===== config.mk =====
export PLATFORM = sky130hd
export DESIGN_NAME = deserializer_flat
export DESIGN_NICKNAME = d
export VERILOG_FILES = /design/src/rtl/serial_pkg.sv /design/src/rtl/deserializer_if.sv /design/src/rtl/deserializer.sv /design/src/flat_wrapper.sv
export SDC_FILE = /design/constraint.sdc
export NUM_CORES = 1
export LEC_CHECK = 0
export CORE_UTILIZATION = 35
export CTS_BUF_LIST = sky130_fd_sc_hd__clkbuf_2
export DETAILED_ROUTE_END_ITERATION = 8
export HOLD_SLACK_MARGIN = 0.05
export PLACE_DENSITY = 0.59
export SYNTH_ARGS = -nofsm -noshare
export SYNTH_HDL_FRONTEND = slang
export SYNTH_SLANG_ARGS = --single-unit
export TNS_END_PERCENT = 5

===== constraint.sdc =====
create_clock -name clock -period 1.6 [get_ports clock]
set_clock_uncertainty 0.05 [all_clocks]
set_input_delay 0.32 -clock clock [delete_from_list [all_inputs] [get_ports clock]]
set_output_delay 0.32 -clock clock [all_outputs]
set_load 0.05 [all_outputs]

===== src/rtl/serial_pkg.sv =====
// Shared definitions for the serial link blocks (serializer and deserializer).
package serial_pkg;

  typedef enum logic [1:0] {
    IDLE = 2'd0,
    DATA = 2'd1,
    STOP = 2'd2
  } ser_state_e;

  localparam int DEFAULT_DATA_W = 8;

  // Bit counter width: wide enough to hold the value DATA_W itself.
  function automatic int cnt_width(input int data_w);
    return $clog2(data_w + 1);
  endfunction

endpackage


===== src/rtl/deserializer_if.sv =====
// Serial receive side plus parallel word/status outputs of the deserializer.
interface deserializer_if #(
  parameter int DATA_W = serial_pkg::DEFAULT_DATA_W
);

  logic              enable;
  logic              sIn;
  logic              sValid;
  logic [DATA_W-1:0] dataOut;
  logic              desDone;
  logic              frameErr;
  logic              busy;

  // master: the line driver / consumer; slave: the deserializer itself
  modport master (
    output enable, sIn, sValid,
    input  dataOut, desDone, frameErr, busy
  );

  modport slave (
    input  enable, sIn, sValid,
    output dataOut, desDone, frameErr, busy
  );

endinterface


===== src/rtl/deserializer.sv =====
// Receives start(0) + DATA_W data bits LSB first + stop(1), one bit per sValid strobe,
// and presents the word with a one-cycle desDone pulse (or frameErr on a bad stop bit).
module deserializer
  import serial_pkg::*;
#(
  parameter int DATA_W = DEFAULT_DATA_W
) (
  input logic           clock,
  input logic           reset,
  deserializer_if.slave bus
);

  localparam int CNT_W = cnt_width(DATA_W);

  ser_state_e        state_q,   state_d;
  logic [CNT_W-1:0]  bit_cnt_q, bit_cnt_d;
  logic [DATA_W-1:0] shift_q,   shift_d;
  logic [DATA_W-1:0] data_q,    data_d;
  logic              done_q,    done_d;
  logic              err_q,     err_d;
  logic [DATA_W-1:0] bit_mask;

  always_comb begin
    // NOTE: every variable gets a default first so no path leaves one unassigned (no latches).
    state_d   = state_q;
    bit_cnt_d = bit_cnt_q;
    shift_d   = shift_q;
    data_d    = data_q;
    done_d    = 1'b0;
    err_d     = 1'b0;
    bit_mask  = DATA_W'(1) << bit_cnt_q;

    if (!bus.enable) begin
      // Abort: drop the partial word silently, keep the last good dataOut.
      state_d   = IDLE;
      bit_cnt_d = '0;
    end else if (bus.sValid) begin
      unique case (state_q)
        IDLE: begin
          if (!bus.sIn) begin
            state_d   = DATA;
            bit_cnt_d = '0;
          end
        end
        DATA: begin
          shift_d = bus.sIn ? (shift_q | bit_mask) : (shift_q & ~bit_mask);
          if (bit_cnt_q == CNT_W'(DATA_W - 1)) begin
            state_d   = STOP;
            bit_cnt_d = '0;
          end else begin
            bit_cnt_d = bit_cnt_q + CNT_W'(1);
          end
        end
        STOP: begin
          state_d = IDLE;
          if (bus.sIn) begin
            data_d = shift_q;
            done_d = 1'b1;
          end else begin
            err_d  = 1'b1;
          end
        end
        default: state_d = IDLE;
      endcase
    end
  end

  // NOTE: sequential state uses non-blocking assignments so all flops update together.
  always_ff @(posedge clock or negedge reset) begin
    if (!reset) begin
      state_q   <= IDLE;
      bit_cnt_q <= '0;
      shift_q   <= '0;
      data_q    <= '0;
      done_q    <= 1'b0;
      err_q     <= 1'b0;
    end else begin
      state_q   <= state_d;
      bit_cnt_q <= bit_cnt_d;
      shift_q   <= shift_d;
      data_q    <= data_d;
      done_q    <= done_d;
      err_q     <= err_d;
    end
  end

  assign bus.dataOut  = data_q;
  assign bus.desDone  = done_q;
  assign bus.frameErr = err_q;
  assign bus.busy     = (state_q != IDLE);

endmodule


===== src/flat_wrapper.sv =====
// flat-port wrapper written by rule: the top's interface ports become plain ports
module deserializer_flat import serial_pkg::*;
#(
  parameter int DATA_W = DEFAULT_DATA_W
)
  (clock, reset, bus_enable, bus_sIn, bus_sValid, bus_dataOut, bus_desDone, bus_frameErr, bus_busy);
  deserializer_if #(.DATA_W(DATA_W)) bus_i ();
  input logic clock;
  input logic reset;
  input wire logic [$bits(bus_i.enable)-1:0] bus_enable;
  input wire logic [$bits(bus_i.sIn)-1:0] bus_sIn;
  input wire logic [$bits(bus_i.sValid)-1:0] bus_sValid;
  output wire logic [$bits(bus_i.dataOut)-1:0] bus_dataOut;
  output wire logic [$bits(bus_i.desDone)-1:0] bus_desDone;
  output wire logic [$bits(bus_i.frameErr)-1:0] bus_frameErr;
  output wire logic [$bits(bus_i.busy)-1:0] bus_busy;
  assign bus_i.enable = bus_enable;
  assign bus_i.sIn = bus_sIn;
  assign bus_i.sValid = bus_sValid;
  assign bus_dataOut = bus_i.dataOut;
  assign bus_desDone = bus_i.desDone;
  assign bus_frameErr = bus_i.frameErr;
  assign bus_busy = bus_i.busy;
  deserializer #(.DATA_W(DATA_W)) u_core (.clock(clock), .reset(reset), .bus(bus_i));
endmodule

==> reports/results.ini <==
[timing]
hold_violations = 0
worst_slew_pin_slew_ns = 0.310
setup_ws_ns = -0.0769
max_freq_mhz = 596
slew_violations = 0
hold_slack_ns = 0.244
period_minus_slack_ns = 1.68
rsz0062_at_grt = yes
timing.slew.headroom_pct = 79.3
setup-violations-final = 1
fin_crit_sh_pct = 105
setup_tns_ns = -0.0769

[placed_design]
post-place-ws_ns = -0.277
portBuffers = 15
dpl.hpwl_um = 1530
placedCellCount = 158
globalplace.congestion = 0.809

[cells_and_area]
stdcell_count = 164
nets = 133
drive_gt1_share_pct = 47.5
syn_to_final_growth_pct = 44.6
antenna_cells = 0

[worst_setup_path]
crit_required_ns = 1.23
rr_worst_depth = 5
endpoint = bus_busy
crit_path_start_kind = flip-flop
worst_setup_path_end_kind = output pin
critPathKind = reg2out
arrival_ns = 1.31
cp-startpoint = u_core.state_q[1]
r2r_start = u_core.state_q[1]
crit_fanout = 2
rrSetupSlack_ns = 0.02

[yosys]
yosysTopAreaCell = dfrtp_1
ys_top_cells_by_area = dfrtp_1, mux2_2, ha_1
synth_cells = 87
syn_area_um2 = 1110
synthTopCellsByCount = dfrtp_1, mux2_2, nand3_1
synth.most_common_cell = dfrtp_1
ys_async_sr_fraction_pct = 100
synth_edf_count = 0
synth.yosys.seq_area_share_pct = 54.1
synth-seq-cells = 24
syn-num-nets = 98
synth_cell_types = 24
syn_avg_cell_area_um2 = 12.8
synth_top_area_share_pct = 54.1
synth_top_flop_cell = dfrtp_1
yosysWarningCount = 0

[floorplan]
dieArea_um2 = 3400
die_h_um = 58.3
rows = 20
core_um2 = 3030
chipWidth_um = 58.3
ios = 16
initial_core_util_pct = 36.7

[global_route]
grt_max_degree = 25
gr-usage-all-layers_pct = 15.3
grt_pass1_wl_um = 3800
grt_overflow = 0
grt_pass1_vias = 799
antenna_found_initial = 0

[detailed_routing]
wire_per_inst_um = 13.4
ant_nets = 0
drcViolationCount = 0
drt-initial-drc-count = 13
totalWireLength_um = 2190
first_pass_iters = 4
vias = 783
via_per_inst = 4.77

[cts]
cts_sinks = 24
holdBufCountCts = 0
cts_root_buffer = clkbuf_2
cts_htree_levels = 1
tritoncts = built
cts_buffers = 3
clock_latency_ns = 0.34
cts.reportedPaths.clkPinSlew_ns = 0.21
cts.path.max_buffers = 2

[pwr]
power.density_nw_per_um2 = 641
p_leak_nw = 0.725
peakVddDrop_uv = 273

[flow_run]
maxCapViolations = 0

[min_path]
hold_class = in2async

[status]
status = complete, but fails checks
failed_checks = negative setup slack

[metrics by stage]
step           total power (W)  cell area [µm²]  util, %
5_1_grt                0.00108             1610     53.1
3_3_place_gp          0.000792             1510     49.8
2_1_floorplan         0.000717             1110        -
6_report               0.00103             1610     53.1
4_1_cts                0.00104             1560     51.4
3_5_place_dp          0.000796             1510     49.8
[report_power, final]
group / total [W] / internal (W) / switching [W]
Combinational: 0.000161 / 0.0000809 / 0.0000805
Clock: 0.000228 / 0.0000510 / 0.000177
Sequential: 0.000640 / 0.000626 / 0.0000135
[placed cells by master (no fill, tap or decap)]
| cell | Yosys | routed |
|---|---|---|
| dfrtp_1 | 24 | 24 |
| mux2_2 | 16 | 13 |
| buf_4 | 0 | 12 |
| buf_12 | 0 | 10 |
| nand3_1 | 9 | 8 |
| inv_1 | 5 | 5 |
| nand2_1 | 5 | 5 |
| ha_1 | 6 | 5 |
| clkdlybuf4s50_1 | 0 | 4 |
| buf_6 | 0 | 4 |
| mux2_4 | 0 | 3 |
| o21ai_0 | 3 | 3 |
| clkbuf_2 | 0 | 3 |
| and2b_2 | 2 | 2 |
| o22ai_1 | 2 | 2 |
| or2_4 | 0 | 1 |
| nand2_2 | 1 | 1 |
| nor4_1 | 1 | 1 |
| nor3_4 | 1 | 1 |
| nor3b_4 | 1 | 1 |
| nand3_2 | 0 | 1 |
| o311a_2 | 1 | 1 |
| and2_1 | 1 | 1 |
| nand2b_1 | 1 | 1 |
| o21ai_2 | 1 | 1 |
| nand4_1 | 1 | 1 |
| o211ai_1 | 1 | 1 |
| o311ai_2 | 0 | 1 |
| nor2b_1 | 1 | 1 |
| o41ai_1 | 1 | 1 |
| ha_4 | 0 | 1 |
| buf_8 | 0 | 1 |
[routing by layer]
metal / vias up / track usage [%] / share of wire, %
met2: 16 / 24.6 / 49
met5: - / 0 / 0
met1: 386 / 19.7 / 45
li1: 374 / - / -
met4: 0 / 8.16 / 3.1
met3: 7 / 2.64 / 2.7
[repair_timing]
action | in CTS | in global routing
pin swaps | 0 | 2
setup endpoints to repair | 1 | 18
resized for setup | 5 | 9
setup buffers | 2 | 1
[area by class of cell]
type                            instances  area [µm²]
Timing Repair Buffer                   31         390
Tap cell                               44        55.1
Clock buffer                            3        15.0
Multi-Input combinational cell         57         527
Fill cell                             271        1420
Inverter                                5        18.8
Sequential cell                        24         601
[cells by family after synthesis]
kind of cell             count (synthesis)  synth area share [%]
multiplexers                            16                  16.2
flip-flops                              24                  54.1
AND/OR/NAND/NOR                         25                  14.4
AO/OA/AOI/OAI                           10                  6.53
adder cells (fa/ha/maj)                  6                  6.76
buffers and inverters                    6                  2.03
[worst max-delay path, cell delays in order, from the launching register on]
cell and delay (ns):
dfrtp_1 0.45, buf_6 0.12, or2_4 0.24, buf_8 0.15
[worst min path at each step]
| stage | startpoint | cells past startpoint | slack [ns] | endpoint |
|---|---|---|---|---|
| global placement | flip-flop | 1 | 0.44 | u_core.bus.dataOut[4] |
| detailed placement | flip-flop | 1 | 0.44 | u_core.bus.dataOut[5] |
| global route | reset | 2 | 0.23 | u_core.bus.desDone |
| CTS | reset | 2 | 0.25 | u_core.bus.desDone |
| floorplan | reset | 0 | -0.03 | asynchronous set/reset pin |
| finish | reset | 2 | 0.24 | u_core.bus.desDone |
Note: power is estimated with default switching activity, not from simulation.
